## config.mk

```make
export PLATFORM = sky130hd
export DESIGN_NAME = bus_hub_n
export DESIGN_NICKNAME = d
export VERILOG_FILES = /design/src/rtl/bus_hub_n.sv
export SDC_FILE = /design/constraint.sdc
export NUM_CORES = 1
export LEC_CHECK = 0
export BUFFER_PORTS_ARGS = -buffer_cell sky130_fd_sc_hd__buf_2
export CORE_AREA = 4 4 202 204
export CTS_BUF_LIST = sky130_fd_sc_hd__clkbuf_4
export CTS_CLUSTER_SIZE = 24
export DETAILED_ROUTE_END_ITERATION = 6
export DIE_AREA = 0 0 206 208
export HOLD_SLACK_MARGIN = 0.15
export SYNTH_ARGS = -nofsm -noshare
export SYNTH_HDL_FRONTEND = slang
export SYNTH_SLANG_ARGS = --single-unit
```

## constraint.sdc

```tcl
create_clock -name clk -period 2.5 [get_ports clk]
set_clock_uncertainty 0.05 [all_clocks]
set_input_delay 0.125 -clock clk [delete_from_list [all_inputs] [get_ports clk]]
set_output_delay 0.125 -clock clk [all_outputs]
set_load 0.02 [all_outputs]
```

## src/rtl/bus_hub_n.sv

```systemverilog
// Single-host, N-device bus hub: latch one host request, broadcast it, strobe the lowest active device.
// Latency: 3 cycles minimum (request -> select -> access -> response), 2 cycles for an unmapped error.
// Backpressure: the host waits for host_ready. Pulses that arrive while busy are dropped, and devices stall via device_ready.
module bus_hub_n #(
  parameter int          N_DEVICES      = 4,
  parameter int          TIMEOUT_CYCLES = 255,
  parameter logic [31:0] ERR_DATA       = 32'hDEADBEEF
) (
  input  logic                    clk,
  input  logic                    rst,
  input  logic [31:0]             host_address,
  input  logic [31:0]             host_data_write,
  input  logic [3:0]              host_write_mask,
  input  logic                    host_wen,
  input  logic                    host_ren,
  output logic [31:0]             host_data_read,
  output logic                    host_ready,
  output logic                    host_error,
  output logic [32*N_DEVICES-1:0] device_address,
  output logic [32*N_DEVICES-1:0] device_data_write,
  output logic [4*N_DEVICES-1:0]  device_write_mask,
  output logic [N_DEVICES-1:0]    device_wen,
  output logic [N_DEVICES-1:0]    device_ren,
  input  logic [N_DEVICES-1:0]    device_ready,
  input  logic [32*N_DEVICES-1:0] device_data_read,
  input  logic [N_DEVICES-1:0]    device_active
);

  localparam int SW = (N_DEVICES > 1) ? $clog2(N_DEVICES) : 1;
  // A zero-width counter is illegal, so the counter keeps one bit even when the timeout is disabled.
  localparam int CW = (TIMEOUT_CYCLES > 0) ? $clog2(TIMEOUT_CYCLES + 1) : 1;
  localparam bit TMO_EN = (TIMEOUT_CYCLES > 0);
  localparam logic [CW-1:0] TMO_LAST = CW'(TMO_EN ? TIMEOUT_CYCLES - 1 : 0);

  typedef enum logic [1:0] {IDLE, SELECT, ACCESS, RESP} state_t;

  state_t          state_q, state_d;
  logic [31:0]     lat_addr, lat_wdat;
  logic [3:0]      lat_mask;
  logic            lat_wr;
  logic [SW-1:0]   sel_q, pick;
  logic            any_act;
  logic            sel_rdy;
  logic [31:0]     sel_rdat;
  logic [CW-1:0]   cnt_q;
  logic            tmo_hit;
  logic            err_q;
  logic [31:0]     rdata_q;
  logic            req;

  assign req     = host_wen | host_ren;
  assign tmo_hit = TMO_EN && (cnt_q == TMO_LAST);

  // Lowest-index active device wins. Scanning downward leaves the smallest index in pick.
  always_comb begin
    any_act = 1'b0;
    pick    = '0;
    for (int i = N_DEVICES - 1; i >= 0; i--) begin
      if (device_active[i]) begin
        any_act = 1'b1;
        pick    = SW'(i);
      end
    end
  end

  // Mux the ready and read data of the selected device only. Other devices' ready is ignored.
  always_comb begin
    sel_rdy  = 1'b0;
    sel_rdat = '0;
    for (int i = 0; i < N_DEVICES; i++) begin
      if (sel_q == SW'(i)) begin
        sel_rdy  = device_ready[i];
        sel_rdat = device_data_read[32*i +: 32];
      end
    end
  end

  // State register. Async reset returns to IDLE, which kills the strobes without waiting for an edge.
  always_ff @(posedge clk or negedge rst) begin
    if (!rst) state_q <= IDLE;
    else      state_q <= state_d;
  end

  // Next-state logic. Ready takes priority over a timeout landing in the same cycle.
  always_comb begin
    state_d = state_q;
    case (state_q)
      IDLE:    if (req) state_d = SELECT;
      SELECT:  state_d = any_act ? ACCESS : RESP;
      ACCESS:  if (sel_rdy || tmo_hit) state_d = RESP;
      RESP:    state_d = IDLE;
      default: state_d = IDLE;
    endcase
  end

  // Datapath: request latch, device select, timeout counter and the registered response.
  always_ff @(posedge clk or negedge rst) begin
    if (!rst) begin
      lat_addr <= '0;
      lat_wdat <= '0;
      lat_mask <= '0;
      lat_wr   <= 1'b0;
      sel_q    <= '0;
      cnt_q    <= '0;
      err_q    <= 1'b0;
      rdata_q  <= '0;
    end else begin
      case (state_q)
        IDLE: begin
          if (req) begin
            lat_addr <= host_address;
            lat_wdat <= host_data_write;
            lat_mask <= host_write_mask;
            lat_wr   <= host_wen;
          end
        end
        SELECT: begin
          if (any_act) begin
            sel_q <= pick;
            cnt_q <= '0;
          end else begin
            err_q   <= 1'b1;
            rdata_q <= ERR_DATA;
          end
        end
        ACCESS: begin
          if (sel_rdy) begin
            err_q   <= 1'b0;
            rdata_q <= lat_wr ? 32'h0 : sel_rdat;
          end else if (tmo_hit) begin
            err_q   <= 1'b1;
            rdata_q <= ERR_DATA;
          end else if (cnt_q != '1) begin
            cnt_q <= cnt_q + 1'b1;
          end
        end
        default: ;
      endcase
    end
  end

  // Only the selected device is strobed, and only while in ACCESS.
  always_comb begin
    device_wen = '0;
    device_ren = '0;
    if (state_q == ACCESS) begin
      for (int i = 0; i < N_DEVICES; i++) begin
        if (sel_q == SW'(i)) begin
          device_wen[i] = lat_wr;
          device_ren[i] = ~lat_wr;
        end
      end
    end
  end

  assign device_address    = {N_DEVICES{lat_addr}};
  assign device_data_write = {N_DEVICES{lat_wdat}};
  assign device_write_mask = {N_DEVICES{lat_mask}};
  assign host_ready        = (state_q == RESP);
  assign host_error        = (state_q == RESP) && err_q;
  assign host_data_read    = rdata_q;

endmodule

```

# Word level (Yosys, flattened, before mapping)
# Index checks and enable logic that the tools add are counted.
[classes]
n_addsub = 1
n_eq_ne = 16
mux = 44
bitwise = 2
n_reduce_logical = 10
[op_table]
columns = ["cell", "count"]
rows = [
  ["32-bit two-way mux", 8],
  ["32-bit case mux with 2 select lines", 1],
  ["8-bit two-way mux", 4],
  ["1-bit two-way mux", 20],
  ["8-bit case mux with 2 select lines", 1],
  ["2-bit != test (second input constant)", 7],
  ["2-bit two-way mux", 6],
  ["8-bit by 1-bit adder with 8-bit output (second input constant)", 1],
  ["2-bit == test (second input constant)", 4],
  ["8-bit == test (second input constant)", 1],
  ["4-bit two-way mux", 2],
  ["8-bit != test (second input constant)", 1],
  ["2-bit case mux with 4 select lines", 1],
  ["2-bit AND reduction", 3],
  ["5-bit AND reduction", 1],
  ["2-bit by 1-bit == test with 1-bit output (second input constant)", 2],
  ["2-bit logical NOT", 2],
  ["3-bit != test (second input constant)", 1],
  ["3-bit AND reduction", 1],
  ["1-bit case mux with 2 select lines", 1],
  ["2-bit nonzero test", 1],
  ["1-bit logical AND", 1],
  ["1-bit logical OR", 1],
  ["1-bit NOT", 1],
  ["1-bit bitwise OR", 1],
]
[totals]
regBits = 114
in_bits = 208
out_inout_bits = 314
elab_cells = 82

# Logic depth before layout (Yosys ltp)
[depth]
ltp_word = 8
ltp_mapped = 7
depth_no_buf = 6

# Least setup slack after synthesis
# No wires, ideal clock.
[synth_path]
kind = "register -> register"
startpoint = "register state_q[0]"
endpoint = "register lat_addr[12]"
setup_time_ns = 0.125
arrival_time_ns = 1.792
required_time_ns = 2.325
path_slack_ns = 0.533
stages_incl_launch_ff = 7
path_buffers = 2
period_less_slack_ns = 1.967
path_cell_list = "dfrtp_1 -> inv_1 -> ha_1 -> o21ai_1 -> clkbuf_1 -> buf_2 -> mux2_2"
[synth_between]
elab_chain_len = 2
[synth_rtl]
columns = ["item", "line_no", "source"]
rows = [
  ["start: declaration", "37", "state_t state_q, state_d;"],
  ["start signal: assignment", "81", "else state_q <= state_d;"],
  ["2-bit logical NOT", "108", "case (state_q)"],
  ["2-bit AND reduction (no line)", "--", ""],
  ["end signal: assignment", "111", "lat_addr <= host_address;"],
  ["end: declaration", "38", "logic [31:0] lat_addr, lat_wdat;"],
]
# No other way between the ends.
# A chain may end at the register's enable or synchronous reset.

# Final worst setup path
[layout_path]
startpoint = "register state_q[1]"
endpoint = "register sel_q[1]"
[layout_between]
elab_chain_len = 2
[layout_rtl]
columns = ["item", "line_no", "source"]
rows = [
  ["2-bit by 1-bit == test with 1-bit output", "108", ""],
  ["2-bit AND reduction (no line)", "--", ""],
  ["end signal: assignment", "119", "sel_q <= pick;"],
  ["end: declaration", "41", "logic [SW-1:0] sel_q, pick;"],
]
# No other way between the ends.

==> metrics.cfg <==
[die]
die_h_um = 208
die_area_um2 = 42800
initial_core_util_pct = 18.1
core.rowCount = 73
core_um2 = 39300
floorplan.io_pins = 522
die_width_um = 206

[critical_path]
path_max_fanout = 5
setup.worst_path.start = state_q[1]
start_kind = flop
timing.critical_path.to_type = flop
worstPathArrival_ps = 2840
worst-setup-path-type = reg2reg
cp_data_required_time_ps = 2940
timing.reg2reg.setup_slack_ps = 100
timing.rr.start = state_q[1]

[clock_network]
postCtsSetupBuffers = 0
htreeDepth = 4
clkLatencyLatePin_ps = 590
clock_path_buffers = 2
tritoncts = done
cts_buffers = 17
path_clk_slew_ps = 140
cts.sinks = 114
clk_root_buffer_cell = sky130_fd_sc_hd__clkbuf_4

[global_route]
gr_ovfl_total = 0
via_count_of_the_first_global_routing_pass = 7442
grt_pass1_wl_mm = 42.5
globalRouteTotalUtil_pct = 13.0
grt_max_degree = 70
initial_antenna_violation_count = 3

[power_and_ir_drop]
pwr_density_cell_nw_per_um2 = 1330
max-vdd-ir-drop_v = 0.000858
p_leak_nw = 5.72
design_power_total_mw = 15.9

[placement]
hpwlAfterDp_mm = 20.2
io_buffer_count = 521
dpl_cell_area_um2 = 8870
gp_congestion = 0.837

[timing]
worst_slew_pin_slew_ps = 987
timing_hold_violations_final = 0
hold_ws_ps = 300
setup-tns-final_ps = 0
max_clock_freq_mhz = 416
slew_headroom_pct = 34.1
finalCriticalPeriod_ps = 2400
period_share_pct = 96.1
rsz0062_at_grt = false
final-setup-viol-count = 0
drv_slew = 0

[outcome]
run_status = completed

[detailed_routing]
route.antenna.remaining_nets = 0
drt_iter0_drc = 334
finalWirelength_mm = 29.6
drc_violations = 0
routed_wire_length_per_instance_um = 16.9
vias = 6962
drt-pass1-iter-count = 4
drt-vias-per-instance = 3.99

[synthesis]
syn-num-nets = 822
yosys.area.top_type_share_pct = 40.2
synth_area_per_cell_um2 = 11.7
ys_types = 37
ys_async_sr_fraction_pct = 100
synth-main-ff-cell = sky130_fd_sc_hd__dfrtp_1
yosysSeqAreaShare_pct = 40.2
synth-edff-count = 0
leading_area_contributor_after_synthesis = sky130_fd_sc_hd__dfrtp_1
ys.warnings.count = 0
synth_area_um2 = 7100
syn_inst = 607
synth.area.top_cells = sky130_fd_sc_hd__dfrtp_1, sky130_fd_sc_hd__buf_4, sky130_fd_sc_hd__mux2_2
synth-seq-cells = 114

[min_path]
tightest_hold_check_type = in2reg
min_from = device_active[3]

[flow_run]
maxCapViolations = 0

[final_layout]
design.final.nets = 1422
layout-drive-gt1-share_pct = 56.2
post_route_cell_area_um2 = 12000
layout_commonest_cell = sky130_fd_sc_hd__buf_2
area.growth.synth_to_final_pct = 68.8
final_cell_mix = sky130_fd_sc_hd__buf_2, sky130_fd_sc_hd__dlygate4sd3_1, sky130_fd_sc_hd__dfrtp_1

area by class of cell:
type / instances / area (µm²)
tap: 525 / 657
timing repair buffer: 809 / 5520
clock inverter: 15 / 184
inverter: 16 / 60.1
sequential: 114 / 2860
fill: 3972 / 27300
clock buffer: 17 / 128
antenna: 1 / 2.50
multi-input combinational: 249 / 2580
stage by stage:
stage,util [%],setup slack (ps),std cells
floorplan,-,533,607
global route,30.5,4.69,1746
CTS,30.4,17.4,1744
detailed placement,22.6,251,1440
global placement,22.6,325,1440
finish,30.5,98.0,1746
cells by family after synthesis:
group / synth area share (%)
flip-flops: 40.2
multiplexers: 21.8
buffers and inverters: 24.0
adder cells (fa/ha/maj): 1.23
AO/OA/AOI/OAI: 7.17
AND/OR/NAND/NOR: 5.61
registers in the layout, summed over array words and instances, names as in the netlist:
register        cells
cnt_q               8
state_q             2
lat_mask            4
err_q               1
sel_q               2
host_data_read     32
lat_addr           32
lat_wdat           32
lat_wr              1
worst max-delay path, cell delays in order, from the launching register on:
cell,delay (ps)
sky130_fd_sc_hd__dfrtp_2,470
sky130_fd_sc_hd__inv_1,120
sky130_fd_sc_hd__ha_2,200
sky130_fd_sc_hd__buf_4,140
sky130_fd_sc_hd__o21ai_0,100
sky130_fd_sc_hd__dlygate4sd3_1,580
sky130_fd_sc_hd__o21a_1,100
sky130_fd_sc_hd__dlygate4sd3_1,540
power breakdown:
group | switching (mW) | leakage, nW | internal [mW]
Sequential | 0.989 | 1.31 | 2.62
Combinational | 6.04 | 4.25 | 4.67
Clock | 0.878 | 0.160 | 0.701
Total | 7.90 | 5.72 | 7.99
what timing repair did:
action,CTS,global route
endpoints found under the hold margin,221,0
resized for setup,0,11
endpoints found under the setup margin,0,86
hold buffers,272,0
synthesized netlist by cell type, types with 3 or more instances:
cell,instances
sky130_fd_sc_hd__buf_4,208
sky130_fd_sc_hd__dfrtp_1,114
sky130_fd_sc_hd__mux2_2,69
sky130_fd_sc_hd__mux4_2,33
sky130_fd_sc_hd__o22a_1,30
sky130_fd_sc_hd__nor2b_1,24
sky130_fd_sc_hd__o21ai_0,20
sky130_fd_sc_hd__inv_1,16
sky130_fd_sc_hd__clkbuf_1,12
sky130_fd_sc_hd__nor2_1,12
sky130_fd_sc_hd__nand2_1,9
sky130_fd_sc_hd__buf_2,7
sky130_fd_sc_hd__ha_1,7
sky130_fd_sc_hd__and3_1,4
sky130_fd_sc_hd__nand2b_1,4
sky130_fd_sc_hd__nor4_1,4
sky130_fd_sc_hd__nand3_1,3
sky130_fd_sc_hd__nor3_1,3
worst paths after layout:
path                                       to  cells after the start
max                                  sel_q[1]                      7
min                                  cnt_q[0]                      6
max reg2reg                          sel_q[1]                      7
min reg2reg                host_data_read[19]                      1
max in group asynchronous        lat_wdat[30]                      4
min in group asynchronous            sel_q[0]                      4
layer usage:
| layer | track usage (%) | part of all wire (%) |
|---|---|---|
| met5 | 0 | 0.044 |
| met4 | 6.70 | 4.3 |
| met3 | 3.26 | 7.3 |
| met2 | 23.9 | 53 |
| met1 | 13.5 | 35 |
(Power assumes the default switching activity.)
